## src/rtl/rx_arp_parse.sv

```systemverilog
// rx_arp_parse: streaming ARP payload parser; raises request/reply/error pulses the cycle after end of frame.
// Define ARP_STAT_EN to build the stat_clr/stat_ok/stat_err counter bank.
module rx_arp_parse #(
    parameter int DATA_W     = 32,
    parameter int MAC_ADDR_W = 48,
    parameter int IP_ADDR_W  = 32,
    localparam int BYTES     = DATA_W / 8,
    localparam int MOD_W     = (BYTES > 1) ? $clog2(BYTES) : 1
) (
    input  logic                  clk,
    input  logic                  rst,
    input  logic [DATA_W-1:0]     in_data,
    input  logic                  in_vld,
    input  logic                  in_sop,
    input  logic                  in_eop,
    input  logic [MOD_W-1:0]      in_mod,
    input  logic [IP_ADDR_W-1:0]  cfg_ip_local,
    input  logic [IP_ADDR_W-1:0]  cfg_ip_pc,
    input  logic                  cfg_pc_chk_en,
    output logic                  ack_en,
    output logic                  get_en,
    output logic [MAC_ADDR_W-1:0] get_mac_pc,
    output logic [IP_ADDR_W-1:0]  get_ip_pc,
    output logic                  flag_grat,
    output logic                  err_vld,
    output logic [6:0]            err_code
`ifdef ARP_STAT_EN
    ,
    input  logic                  stat_clr,
    output logic [15:0]           stat_ok,
    output logic [15:0]           stat_err
`endif
);
    typedef enum logic {IDLE, RECV} state_t;

    state_t                r_state, w_next;
    logic [6:0]            r_cnt, w_base;
    logic [223:0]          r_pkt, w_pkt;
    logic [7:0]            w_len;
    logic [15:0]           w_oper;
    logic [IP_ADDR_W-1:0]  w_spa, w_tpa;
    logic [6:0]            w_code_eval, w_code;
    logic                  w_in_frame, w_eval, w_abort, w_drop, w_short, w_grat;
    logic                  w_no_err, w_ack, w_get, w_err;
    logic                  r_ack, r_get, r_grat, r_err;
    logic [6:0]            r_code;
    logic [MAC_ADDR_W-1:0] r_mac;
    logic [IP_ADDR_W-1:0]  r_ip;

    always_ff @(posedge clk or posedge rst) begin
        if (rst) r_state <= IDLE;
        else     r_state <= w_next;
    end

    always_comb begin
        w_next = (in_vld & in_eop) ? IDLE : (in_vld & in_sop) ? RECV : r_state;
    end

    assign w_base     = in_sop ? 7'd0 : r_cnt;
    assign w_in_frame = in_vld & (in_sop | (r_state == RECV));
    assign w_len      = {1'b0, w_base} + 8'(BYTES) - 8'(in_mod);

    // Current beat overlaid on the stored payload so the eop beat is judged without an extra cycle
    always_comb begin
        w_pkt = r_pkt;
        for (int i = 0; i < 28; i++)
            for (int b = 0; b < BYTES; b++)
                if (int'(w_base) + b == i) w_pkt[223-8*i -: 8] = in_data[DATA_W-1-8*b -: 8];
    end

    assign w_oper  = w_pkt[175:160];
    assign w_spa   = w_pkt[111 -: IP_ADDR_W];
    assign w_tpa   = w_pkt[IP_ADDR_W-1:0];
    assign w_short = w_len < 8'd28;
    assign w_grat  = w_spa == w_tpa;

    assign w_eval  = in_vld & in_eop & ((r_state == IDLE) ? in_sop : !in_sop);
    assign w_abort = in_vld & in_sop & (r_state == RECV);
    assign w_drop  = w_abort & in_eop;

    assign w_code_eval = {1'b0, w_short,
                          !w_short & (w_oper != 16'd1) & (w_oper != 16'd2),
                          !w_short & !w_grat & (w_tpa != cfg_ip_local),
                          !w_short & cfg_pc_chk_en & (w_spa != cfg_ip_pc),
                          !w_short & (w_pkt[191:176] != 16'h0604),
                          !w_short & (w_pkt[223:192] != 32'h00010800)};
    assign w_no_err = ~|w_code_eval;
    assign w_ack    = w_eval & w_no_err & (w_oper == 16'd1) & !w_grat;
    assign w_get    = w_eval & w_no_err & ((w_oper == 16'd2) | w_grat);
    assign w_err    = w_abort | (w_eval & !w_no_err);
    assign w_code   = w_abort ? {1'b1, r_cnt < 7'd28, 5'b0} : w_err ? w_code_eval : 7'd0;

    always_ff @(posedge clk or posedge rst) begin
        if (rst) begin
            r_cnt  <= '0;
            r_pkt  <= '0;
            r_ack  <= 1'b0;
            r_get  <= 1'b0;
            r_grat <= 1'b0;
            r_err  <= 1'b0;
            r_code <= '0;
            r_mac  <= '0;
            r_ip   <= '0;
        end else begin
            if (w_in_frame) begin
                r_pkt <= w_pkt;
                r_cnt <= in_sop ? 7'(BYTES) : (r_cnt > 7'(127 - BYTES)) ? 7'd127 : r_cnt + 7'(BYTES);
            end
            r_ack  <= w_ack;
            r_get  <= w_get;
            r_grat <= w_get & w_grat;
            r_err  <= w_err;
            r_code <= w_code;
            if (w_ack | w_get) begin
                r_mac <= w_pkt[159 -: MAC_ADDR_W];
                r_ip  <= w_spa;
            end
        end
    end

    assign ack_en     = r_ack;
    assign get_en     = r_get;
    assign flag_grat  = r_grat;
    assign err_vld    = r_err;
    assign err_code   = r_code;
    assign get_mac_pc = r_mac;
    assign get_ip_pc  = r_ip;

`ifdef ARP_STAT_EN
    logic [15:0] r_stat_ok, r_stat_err;
    logic [1:0]  w_err_inc;

    // A dropped same-cycle result counts as a second error on top of the abort
    assign w_err_inc = {1'b0, w_err} + {1'b0, w_drop};

    always_ff @(posedge clk or posedge rst) begin
        if (rst) begin
            r_stat_ok  <= '0;
            r_stat_err <= '0;
        end else if (stat_clr) begin
            r_stat_ok  <= '0;
            r_stat_err <= '0;
        end else begin
            if ((w_ack | w_get) && r_stat_ok != 16'hFFFF) r_stat_ok <= r_stat_ok + 16'd1;
            r_stat_err <= (17'(r_stat_err) + 17'(w_err_inc) > 17'h0FFFF) ? 16'hFFFF : r_stat_err + 16'(w_err_inc);
        end
    end

    assign stat_ok  = r_stat_ok;
    assign stat_err = r_stat_err;
`endif
endmodule

```

## config.mk

```make
export PLATFORM = sky130hd
export DESIGN_NAME = rx_arp_parse
export DESIGN_NICKNAME = d
export VERILOG_FILES = /design/src/rtl/rx_arp_parse.sv
export SDC_FILE = /design/constraint.sdc
export NUM_CORES = 1
export LEC_CHECK = 0
export ABC_AREA = 1
export CORE_ASPECT_RATIO = 2
export CORE_MARGIN = 4
export CORE_UTILIZATION = 40
export CTS_CLUSTER_SIZE = 30
export DETAILED_ROUTE_END_ITERATION = 7
export PLACE_DENSITY = 0.56
export SLEW_MARGIN = 20
export SYNTH_ARGS = -nofsm -noshare
export SYNTH_HDL_FRONTEND = slang
export SYNTH_SLANG_ARGS = --single-unit
```

## constraint.sdc

```tcl
create_clock -name clk -period 24.1 [get_ports clk]
set_input_delay 2.41 -clock clk [delete_from_list [all_inputs] [get_ports clk]]
set_output_delay 2.41 -clock clk [all_outputs]
set_load 0.05 [all_outputs]
```

# Yosys cells after proc, flatten, opt, wreduce, memory -nomap -nowiden
# Index checks and enable logic that the tools add are counted.
[totals]
wordCells = 241
reg_bits = 275
output_inout_bits = 91
[classes]
addsub = 6
reduce_logical = 10
order_cmp = 3
n_mux = 96
n_bitwise = 23
n_eq_ne = 93
[op_table]
columns = ["operator", "n"]
rows = [
  ["equality test 32 x 5 -> 1 bit, second input constant", 24],
  ["2-to-1 mux 8 bit", 88],
  ["equality test 32 x 6 -> 1 bit, second input constant", 15],
  ["equality test 32 x 4 -> 1 bit, second input constant", 12],
  ["equality test 32 x 3 -> 1 bit, second input constant", 6],
  ["logical NOT 32 bit", 4],
  ["equality test 32 x 2 -> 1 bit, second input constant", 3],
  ["inequality test 32 bit", 2],
  ["equality test 7 x 5 -> 1 bit, second input constant", 8],
  ["equality test 7 x 6 -> 1 bit, second input constant", 6],
  ["equality test 32 bit", 1],
  ["inequality test 32 x 17 -> 1 bit, second input constant", 1],
  ["equality test 7 x 4 -> 1 bit, second input constant", 4],
  ["2-to-1 mux 7 bit", 4],
  ["equality test 8 x 5 -> 1 bit, second input constant", 3],
  ["bitwise AND 1 bit", 19],
  ["adder 7 x 2 -> 8 bit, second input constant", 2],
  ["equality test 16 x 1 -> 1 bit, second input constant", 1],
  ["equality test 16 x 2 -> 1 bit, second input constant", 1],
  ["inequality test 16 x 1 -> 1 bit, second input constant", 1],
  ["inequality test 16 x 11 -> 1 bit, second input constant", 1],
  ["inequality test 16 x 2 -> 1 bit, second input constant", 1],
  ["equality test 7 x 3 -> 1 bit, second input constant", 2],
  ["adder 7 x 1 -> 8 bit, second input constant", 1],
  ["other kinds (13)", 21],
]

# Longest topological paths before layout
[depth]
ltp_word = 16
mapped_depth = 30
mapped_depth_nobuf = 25

# Worst setup path before layout
# Ideal clock, no wire load.
[synth_timing]
path_type = "input to register"
from = "in in_sop"
to = "reg r_ip[10] (netlist: get_ip_pc[10])"
cell_stages = 24
n_path_buf = 6
path_slack_ps = 18450
t_required_ps = 23981
arrival_time_ps = 5531
path_cell_list = "buf_6 -> nor2_2 -> buf_2 -> ha_1 -> clkbuf_1 -> inv_1 -> nand2_2 -> nor2_4 -> clkbuf_1 -> nand3_1 -> nand3_1 -> nand2_1 -> nor2_1 -> nand2_1 -> nor2_1 -> nand3_1 -> nor2_1 -> nand3_1 -> nor2_4 -> nand3_1 -> buf_4 -> buf_6 -> nand2_1 -> nand2_1"
[synth_between]
elab_chain_cells = 16
[synth_rtl]
columns = ["element", "line", "text"]
rows = [
  ["from (decl)", "14", "input logic in_sop,"],
  ["parallel branches: the longest is 16 deep, another holds adder 7 x 3 -> 8 bit", "-", ""],
  ["to (signal assigned)", "116", "r_ip <= w_spa;"],
  ["to (decl)", "48", "logic [IP_ADDR_W-1:0] r_ip;"],
]
# Several ways; the timed one is not identified.
# A chain may end at the register's enable or synchronous reset.

# Worst setup path after layout
[layout_timing]
from = "in in_sop"
to = "reg r_ip[24] (netlist: get_ip_pc[24])"
# The elaborated chain is that of the path after synthesis.

==> flow_summary_export.csv <==
group,metric,value,unit
outcome,status,"completed",
sta,tightest_slew,1150,ps
power,total_power,1.96,mW
synth,netlist_area,17800,um2
sta,holdWs,466,ps
power,pwr-share-comb,0.428,
finish,diodes,0,
clock_tree,cts_max_level,1,
die,die_w,157,um
grt,grt.total_usage,0.328,
clock_tree,cts_tree,"built",
sta,period_share,0.360,
sta,fin_crit,8670,ps
synth,synth_cell_types,40,
sta,maxSlewViolCount,0,
die,fp.dieArea,48200,um2
finish,area_growth,17.9,%
routing,viasPerCell,5.64,
clock_tree,cts.sinks,274,
power,power_density,93.2,nW/um2
routing,ant_nets,0,
job,cap_violations,0,
power,power_switching,0.839,mW
placement,post_dp_cell_area,20000,um2
finish,final_cell_area,21000,um2
placement,pre_cts_ws,14580,ps
synth,synth-edff-count,0,
synth,synth_cells,2724,
grt,grt_pass1_vias,17700,
sta,fin_skew,20.5,ps
finish,fin_nets,2941,
routing,wirelength,81.1,mm
die,die_y,306,um
worst_setup_path,r2r_setup_slack,17640,ps
hold_path,min_from,"get_mac_pc[18]$_DFFE_PP0P_",
worst_setup_path,worstRegToRegCells,25,
placement,gp_congestion,1.00,
hold_path,hold_path.class,"reg2reg",
grt,grt_overflow,0,
routing,drtPass1Iterations,6,
die,design.core.area,44200,um2
placement,io_buffers,194,
sta,grt_setup_unrepaired,"false",
clock_tree,clk_pin_slew,70,ps
sta,setup_ws,15430,ps
synth,ys.flop_type,"dfrtp_1",
power,clkPwrFrac,0.250,
sta,relSlewSlack,0.232,
die,rows,109,
sta,setup_viol,0,
sta,max_freq,115,MHz
placement,place_hpwl,57.6,mm
worst_setup_path,cp-end-kind,"flop",
sta,hold_viol_final,0,
worst_setup_path,cp-start-kind,"input pin",
hold_path,worstHoldEndpoint,"get_mac_pc[18]$_DFFE_PP0P_",
power,p_sw_frac,0.429,
worst_setup_path,reg2reg_from,"r_cnt[0]$_DFFE_PP0P_",
grt,grt_max_degree,161,
clock_tree,cts_setup_buffers,0,
worst_setup_path,r2r-end,"get_ip_pc[24]$_DFFE_PP0P_",
finish,drive_gt1_frac,0.0421,
clock_tree,clockRootBuffer,"clkbuf_16",
grt,antenna_found_initial,1,
synth,synth_nets,2840,
grt,grt_pass1_wl,118,mm
clock_tree,clkLatencyLatePin,590,ps
worst_setup_path,cp.required,24610,ps
die,io_pins,195,
hold_path,whs_path_depth,2,
clock_tree,cts_resized,0,
synth,async_reset_ff_frac,1.00,
die,initial_core_util,0.403,
sta,tns,0,ps
synth,ys_seq_area_frac,0.385,
power,p_int,1.12,mW
synth,syn_avg_cell_area,6.54,um2
worst_setup_path,worstSetupPathType,"in2reg",
power,p_seq_frac,0.322,
routing,post-route-drc-count,0,
routing,wl_per_cell,23.8,um
synth,yosys_warnings,0,
power,p_leak,10.8,nW
clock_tree,cts_buffers,29,
routing,via_count,19200,
clock_tree,ctsHoldBuffers,0,
synth,ys_ff_latch,274,
routing,initialDrtViolationCount,1583,
worst_setup_path,worstPathMaxFanout,81,
worst_setup_path,worstPathArrival,9170,ps
clock_tree,clockBufferDepth,3,
power,vdd_drop_max,0.0642,mV
[routing by layer]
layer,part of all wire,up-vias,global-route usage
li1,-,9022,-
met1,0.38,9042,0.401
met2,0.47,872,0.540
met3,0.067,239,0.0377
met4,0.085,2,0.218
met5,0.000086,-,0
[critical path: stages]
cell and delay (ps):
clkdlybuf4s50_1 720, nor2_2 750, ha_1 350, inv_1 80, nor2_2 180, nand2_1 70
nand2_1 80, nand2_1 90, nor2_2 90, buf_4 400, nand2_1 710, inv_2 440
nand2_1 160, nand2_1 180, nand2_1 60, nand2_1 60, nand2_1 60, nor2_1 290
nand2_1 120, nor2_1 190, nor2_1 110, nor2_4 120, buf_4 710, nand4_1 500
nand2_1 170
[registers in the layout, summed over array words and instances (netlist names)]
signal,count
get_en,1
r_state,1
r_pkt,176
get_mac_pc,48
flag_grat,1
err_code,7
get_ip_pc,32
r_cnt,6
err_vld,1
ack_en,1
[placed cells by master, fill, tap and decap left out, types with 8 or more instances in the layout]
master,n
clkbuf_16,29
nor2_1,134
o21ai_0,281
nor3_1,8
nand3b_1,25
o21ai_1,44
nand2_1,1039
ha_1,11
o211ai_1,58
inv_1,254
a21oi_1,31
clkdlybuf4s50_1,194
nand3_1,251
nand4_1,91
buf_4,28
nor2_2,10
dfrtp_1,274
inv_2,13
[power by group through the flow]
stage | clock network (mW) | registers (mW) | logic, mW
final | 0.489 | 0.631 | 0.838
after global routing | 0.513 | 0.642 | 0.943
after CTS | 0.498 | 0.629 | 0.831
after detailed placement | 0 | 0.637 | 0.827
after global placement | 0 | 0.634 | 0.813
after floorplan | 0 | 0.629 | 0.596
[worst max-delay path by stage]
stage | cells past startpoint | slack, ps | end | start
2_1_floorplan | 1 | 14140 | ack_en$_DFF_PP0_ | rst
3_3_place_gp | 22 | 14780 | get_ip_pc[24]$_DFFE_PP0P_ | in_sop
3_5_place_dp | 22 | 14580 | get_ip_pc[24]$_DFFE_PP0P_ | in_sop
4_1_cts | 22 | 15120 | get_ip_pc[24]$_DFFE_PP0P_ | in_sop
5_1_grt | 25 | 14930 | get_ip_pc[24]$_DFFE_PP0P_ | in_sop
6_report | 25 | 15430 | get_ip_pc[24]$_DFFE_PP0P_ | in_sop
[through the flow]
| step | instances | utilization |
|---|---|---|
| 2_1_floorplan | 2724 | - |
| 3_3_place_gp | 3349 | 0.453 |
| 3_5_place_dp | 3349 | 0.453 |
| 4_1_cts | 3403 | 0.475 |
| 5_1_grt | 3403 | 0.475 |
| 6_report | 3403 | 0.475 |
[cell usage after synthesis (9+ instances only)]
cell / instances / area share
o21ai_1: 44 / 0.012
nand3b_1: 25 / 0.011
nand2_1: 1039 / 0.22
nor2_2: 9 / 0.0032
nand3_1: 254 / 0.071
nor3_1: 9 / 0.0025
nand4_1: 91 / 0.032
buf_4: 12 / 0.0051
inv_2: 13 / 0.0027
dfrtp_1: 274 / 0.38
nor2_1: 136 / 0.029
inv_1: 256 / 0.054
clkbuf_1: 90 / 0.019
a21oi_1: 31 / 0.0087
o21ai_0: 281 / 0.079
buf_6: 9 / 0.0057
buf_1: 9 / 0.0019
ha_1: 11 / 0.0077
o211ai_1: 58 / 0.024
buf_2: 33 / 0.0093
[area by class of cell]
cell class | count | area [um2]
Fill cell | 4636 | 23200
Multi-Input combinational cell | 2025 | 9260
Sequential cell | 274 | 6860
Timing Repair Buffer | 223 | 2170
Inverter | 272 | 1030
Clock buffer | 41 | 821
Tap cell | 555 | 694
Clock inverter | 13 | 176
[cell families (layout without fill, tap and decap cells)]
| logic type | after synthesis | after routing | synth area share |
|---|---|---|---|
| AOI/OAI and AO/OA | 428 | 428 | 0.130 |
| xor gates and xnor gates | 9 | 9 | 0.00442 |
| adders and majority gates | 12 | 12 | 0.00885 |
| buffers and inverters | 425 | 549 | 0.0983 |
| DFF | 274 | 274 | 0.385 |
| and+or+nand+nor | 1576 | 1576 | 0.373 |
Power figures use the tool's default switching activity.
